--- src/rtl/fetch_if.sv ---
// Bundle of the fetch unit's control-unit, instruction-memory and instruction-register signals.
// The fetch unit connects through the slave modport; the control side connects through the master modport.
interface fetch_if;
  logic        fetch_in;
  logic        redirect_in;
  logic [15:0] redirect_addr;
  logic        mem_req;
  logic [15:0] mem_addr;
  logic        mem_ack;
  logic [15:0] mem_rdata;
  logic        il_out;
  logic [15:0] ins_out;
  logic [15:0] pc_out;
  logic        busy_out;
  logic        fault_out;

  modport slave (
    input  fetch_in, redirect_in, redirect_addr, mem_ack, mem_rdata,
    output mem_req, mem_addr, il_out, ins_out, pc_out, busy_out, fault_out
  );

  modport master (
    output fetch_in, redirect_in, redirect_addr, mem_ack, mem_rdata,
    input  mem_req, mem_addr, il_out, ins_out, pc_out, busy_out, fault_out
  );
endinterface

--- src/rtl/fetch_unit.sv ---
// Instruction fetch sequencer: holds the PC, reads instruction memory with req/ack,
// and strobes each fetched word into the instruction register; faults if memory stalls.
module fetch_unit #(
  parameter logic [15:0] RESET_PC = 16'h0000,
  parameter int          TIMEOUT  = 15
) (
  input  logic    clk,
  input  logic    rst_n,
  fetch_if.slave  bus
);
  localparam int CW = $clog2(TIMEOUT + 1);

  typedef enum logic [1:0] {IDLE, REQ, LOAD, FAULT} state_t;

  state_t        state_q, state_d;
  logic [15:0]   pc_q, pc_d;
  logic [15:0]   ins_q, ins_d;
  logic [CW-1:0] wait_q, wait_d;
  logic          mem_req_q, mem_req_d;
  logic          il_q, il_d;
  logic          busy_q, busy_d;
  logic          fault_q, fault_d;

  always_comb begin
    state_d = state_q;
    pc_d    = pc_q;
    ins_d   = ins_q;
    wait_d  = wait_q;
    case (state_q)
      IDLE: begin
        if (bus.redirect_in) pc_d = bus.redirect_addr;
        if (bus.fetch_in) begin
          state_d = REQ;
          wait_d  = '0;
        end
      end
      REQ: begin
        // An ack in the last allowed cycle still wins over the timeout.
        if (bus.mem_ack) begin
          ins_d   = bus.mem_rdata;
          pc_d    = pc_q + 16'd1;
          state_d = LOAD;
        end else if (wait_q == CW'(TIMEOUT - 1)) begin
          state_d = FAULT;
        end else begin
          wait_d = wait_q + 1'b1;
        end
      end
      LOAD:    state_d = IDLE;
      FAULT:   state_d = FAULT;
      default: state_d = IDLE;
    endcase
  end

  // Outputs are decoded from the next state so each one comes straight from a flop.
  always_comb begin
    mem_req_d = (state_d == REQ);
    il_d      = (state_d == LOAD);
    busy_d    = (state_d == REQ) || (state_d == LOAD);
    fault_d   = (state_d == FAULT);
  end

  always_ff @(posedge clk or negedge rst_n) begin
    if (!rst_n) begin
      state_q   <= IDLE;
      pc_q      <= RESET_PC;
      ins_q     <= 16'h0000;
      wait_q    <= '0;
      mem_req_q <= 1'b0;
      il_q      <= 1'b0;
      busy_q    <= 1'b0;
      fault_q   <= 1'b0;
    end else begin
      state_q   <= state_d;
      pc_q      <= pc_d;
      ins_q     <= ins_d;
      wait_q    <= wait_d;
      mem_req_q <= mem_req_d;
      il_q      <= il_d;
      busy_q    <= busy_d;
      fault_q   <= fault_d;
    end
  end

  assign bus.mem_req   = mem_req_q;
  assign bus.mem_addr  = pc_q;
  assign bus.pc_out    = pc_q;
  assign bus.ins_out   = ins_q;
  assign bus.il_out    = il_q;
  assign bus.busy_out  = busy_q;
  assign bus.fault_out = fault_q;
endmodule
--- src/flat_wrapper.sv ---
// flat-port wrapper written by rule: the top's interface ports become plain ports
module fetch_unit_flat 
#(
  parameter logic [15:0] RESET_PC = 16'h0000,
  parameter int          TIMEOUT  = 15
)
  (clk, rst_n, bus_fetch_in, bus_redirect_in, bus_redirect_addr, bus_mem_ack, bus_mem_rdata, bus_mem_req, bus_mem_addr, bus_il_out, bus_ins_out, bus_pc_out, bus_busy_out, bus_fault_out);
  fetch_if bus_i ();
  input  logic clk;
  input  logic rst_n;
  input wire logic [$bits(bus_i.fetch_in)-1:0] bus_fetch_in;
  input wire logic [$bits(bus_i.redirect_in)-1:0] bus_redirect_in;
  input wire logic [$bits(bus_i.redirect_addr)-1:0] bus_redirect_addr;
  input wire logic [$bits(bus_i.mem_ack)-1:0] bus_mem_ack;
  input wire logic [$bits(bus_i.mem_rdata)-1:0] bus_mem_rdata;
  output wire logic [$bits(bus_i.mem_req)-1:0] bus_mem_req;
  output wire logic [$bits(bus_i.mem_addr)-1:0] bus_mem_addr;
  output wire logic [$bits(bus_i.il_out)-1:0] bus_il_out;
  output wire logic [$bits(bus_i.ins_out)-1:0] bus_ins_out;
  output wire logic [$bits(bus_i.pc_out)-1:0] bus_pc_out;
  output wire logic [$bits(bus_i.busy_out)-1:0] bus_busy_out;
  output wire logic [$bits(bus_i.fault_out)-1:0] bus_fault_out;
  assign bus_i.fetch_in = bus_fetch_in;
  assign bus_i.redirect_in = bus_redirect_in;
  assign bus_i.redirect_addr = bus_redirect_addr;
  assign bus_i.mem_ack = bus_mem_ack;
  assign bus_i.mem_rdata = bus_mem_rdata;
  assign bus_mem_req = bus_i.mem_req;
  assign bus_mem_addr = bus_i.mem_addr;
  assign bus_il_out = bus_i.il_out;
  assign bus_ins_out = bus_i.ins_out;
  assign bus_pc_out = bus_i.pc_out;
  assign bus_busy_out = bus_i.busy_out;
  assign bus_fault_out = bus_i.fault_out;
  fetch_unit #(.RESET_PC(RESET_PC), .TIMEOUT(TIMEOUT)) u_core (.clk(clk), .rst_n(rst_n), .bus(bus_i));
endmodule
--- config.mk ---
export PLATFORM = sky130hd
export DESIGN_NAME = fetch_unit_flat
export DESIGN_NICKNAME = d
export VERILOG_FILES = /design/src/rtl/fetch_if.sv /design/src/rtl/fetch_unit.sv /design/src/flat_wrapper.sv
export SDC_FILE = /design/constraint.sdc
export NUM_CORES = 1
export LEC_CHECK = 0
export BUFFER_PORTS_ARGS = -buffer_cell sky130_fd_sc_hd__buf_4
export CAP_MARGIN = 20
export CORE_MARGIN = 2
export CORE_UTILIZATION = 35
export CTS_CLUSTER_SIZE = 25
export DETAILED_ROUTE_END_ITERATION = 8
export PLACE_DENSITY = 0.65
export SYNTH_ARGS = -nofsm -noshare
export SYNTH_HDL_FRONTEND = slang
export SYNTH_SLANG_ARGS = --single-unit
--- constraint.sdc ---
create_clock -name clk -period 1.45 [get_ports clk]
set_input_delay 0.145 -clock clk [delete_from_list [all_inputs] [get_ports clk]]
set_output_delay 0.145 -clock clk [all_outputs]
set_load 0.05 [all_outputs]
==> summary.txt <==
STA
  – Worst Skew: roughly 0.0088 ns
  – Fin worst setup slack: -0.0203 ns
  – Maximum clock frequency: 680 MHz
  – Post-route minimum period: 1.47 ns
  – Setup violators final: 2
  – Final Hold Fails: 0
  – Slew headroom: 65.1%
  – Unrepaired setup endpoints after global routing: yes
  – Worst Tran Pin Value: 0.523 ns
  – Final period util: 101%
  – Final max-slew violation count: 0

Run
  – Max_cap viols: 0

Cells and area
  – N_diodes: 0
  – Commonest non-fill, non-tap cell in the layout: buf_4
  – Commonest cells after routing, fill and taps aside: buf_4, dfrtp_1, a21oi_1
  – P&R area growth vs syn: 48.0%
  – Fin area: between 3000 and 4000 µm²
  – Layout cells sized above 1: roughly three fifths
  – Layout Cells excl Fill: roughly 400
  – Fin nets: ~360

CTS
  – Clock tree buffer depth: 2
  – CTS tree: built
  – Clock latency on the worst-skew pair: ~0.30 ns
  – Worst-path clk slew: about 0.09 ns
  – CTS root buf: clkbuf_8
  – Total CTS buffers: 5
  – Clock tree sinks: 42
  – H-tree levels: 2

Floorplanning
  – Die height: roughly 84 µm
  – Num rows: 29
  – # IOs: between 80 and 90
  – Starting density of the core: a little over a third
  – Core Area: roughly 6300 µm²
  – Die X: between 80 and 90 µm
  – Die area: a little over 7000 µm²

Synth
  – Yosys reg bits: 42
  – Share of synthesized flip-flops with an asynchronous set or reset: 100%
  – Post-synth EDFFs: 0
  – Gate Count Post-Synth: roughly 220
  – Syn Nets: 260
  – Post-synth cell types: 48
  – Cell taking the most area after synthesis: dfrtp_1
  – Mean Syn Cell Area: roughly 10 µm²
  – Top cell type's share of synthesized area: between 40% and 50%
  – Part of the Yosys area used for sequential elements: between 40 and 50%
  – Largest cells by area after synthesis: dfrtp_1, buf_4, mux2_4, mux2_2, a21oi_1
  – Mapped cell area: between 2000 and 2500 µm²
  – Ys flop type: dfrtp_1
  – Warnings from Yosys: 0

Drt
  – Initial drt markers: around 130
  – Wirelength per Cell: 14.7 µm
  – DRC Markers: 0
  – Via-per-instance ratio: around 5.2
  – Via Count: a little over 2000
  – Initial DRT Pass Iterations: 4
  – Remaining antenna violation count after routing: 0
  – WL final: 5880 µm

GRT
  – First-pass GRT wire length: between 9000 and 10000 µm
  – M2 GR Usage: 27.1%
  – Largest net degree at the start of global routing: 43
  – Top Usage Layer GRT: met2
  – Initial antenna violation count: 0
  – Met3 Use GR: roughly 4.8%
  – Total track usage: between 15 and 20%
  – Met1 GRT Util: 21.9%
  – Vias in the first global route: about 2000
  – Gr ovfl total: 0

Status
  – Failing checks: negative setup slack
  – Outcome: finished with violations

Place
  – Buffers on Ports: 88
  – DP HPWL: between 4000 and 5000 µm
  – Cells after DPL: between 300 and 400
  – Final GP Congestion: between 0.8 and 0.9
  – Post-DP Area: approximately 3100 µm²

Setup path
  – Critical path startpoint category: flop
  – Worst EP required: ~1.7 ns
  – Critical path type: reg -> reg
  – CP max FO: 3
  – Critical path capture point type: flop
  – Critical Path AT: between 1.5 and 2 ns

Hold path
  – Hold Path Class: in -> reg
[per-layer routing]
layer  wire (µm)  part of all wire [%]
met1        2550                    43
met2        2950                    50
met3         361                   6.1
met4          17                  0.29
met5           0                     0
[cells in the mapped netlist (4+ instances only)]
library cell,count
buf_6,4
nor3_1,4
dfrtp_1,42
nor2_1,11
mux2_4,8
mux2_2,8
nand3_1,9
inv_1,8
a31o_2,4
nand4_1,4
a21oi_1,15
ha_1,6
buf_4,17
nand2_1,13
o21ai_0,11
[path summary, 6_finish.rpt]
| check | from | end | slack (ns) | depth (start not counted) |
|---|---|---|---|---|
| worst max-delay path | u_core.wait_q[0]$_DFFE_PN0P_ | u_core.bus.fault_out$_DFF_PN0_ | -0.02 | 8 |
| worst max register to register | u_core.wait_q[0]$_DFFE_PN0P_ | u_core.bus.fault_out$_DFF_PN0_ | -0.02 | 8 |
| worst min-delay path | bus_mem_rdata[0] | u_core.bus.ins_out[0]$_DFFE_PN0P_ | 0.06 | 2 |
| max in group asynchronous | rst_n | u_core.bus.mem_addr[2]$_DFFE_PN0P_ | 0.69 | 2 |
| worst min register to register | u_core.bus.ins_out[10]$_DFFE_PN0P_ | u_core.bus.ins_out[10]$_DFFE_PN0P_ | 0.52 | 1 |
| min in group asynchronous | rst_n | u_core.wait_q[1]$_DFFE_PN0P_ | 0.36 | 2 |
[state kept, by name (all words and copies together) (netlist names)]
register and count:
u_core.wait_q 4, u_core.bus.il_out 1, u_core.state_q 2, u_core.bus.fault_out 1
u_core.bus.mem_addr 16, u_core.bus.ins_out 16, u_core.bus.mem_req 1, u_core.bus.busy_out 1
[kinds of logic after synthesis]
family	count (synthesis)	share of synthesized area [%]
AND/OR/NAND/NOR	59	13.8
buffers and inverters	35	10.1
multiplexers	18	10.2
adder cells (fa/ha/maj)	6	3.31
flip-flops	42	46.4
AO/OA/AOI/OAI	57	16.3
[final cells by class]
cell class              count  area (µm²)
repair buffers            123         933
multi-input cells         141        1130
flip-flops and latches     42        1070
clock inverters             3        25.0
fillers                   592        2960
clock buffers               5        68.8
well taps                  77        96.3
inverters                   8        30.0
[through the flow]
stage               utilization [%]  hold WS (ns)  worst slack (ns)  TNS [ns]
CTS                            50.9        0.0583           0.00470         0
floorplan                         -        -0.151            -0.111    -0.476
finish                         53.1        0.0645           -0.0203   -0.0235
global route                   53.1        0.0521           -0.0689    -0.281
detailed placement             48.9         0.170           -0.0423    -0.118
global placement               48.9         0.172           -0.0141   -0.0226
[critical path, cell delays in order, from the launching register on]
cell and delay (ns):
dfrtp_1 0.36, inv_1 0.05, ha_2 0.20, a31oi_4 0.20
nand2b_1 0.11, nand2_1 0.11, inv_2 0.06, buf_4 0.13
ha_2 0.16
[repair_timing]
action,in CTS,in global routing
setup endpoints to repair,6,18
gates cloned,1,0
hold buffers,1,0
endpoints found under the hold margin,42,0
setup buffers,0,7
resized for setup,3,24
pin swaps,1,8
Power is not shown: default switching activity piles up to over one toggle a cycle in this logic, so the estimate is an artifact.
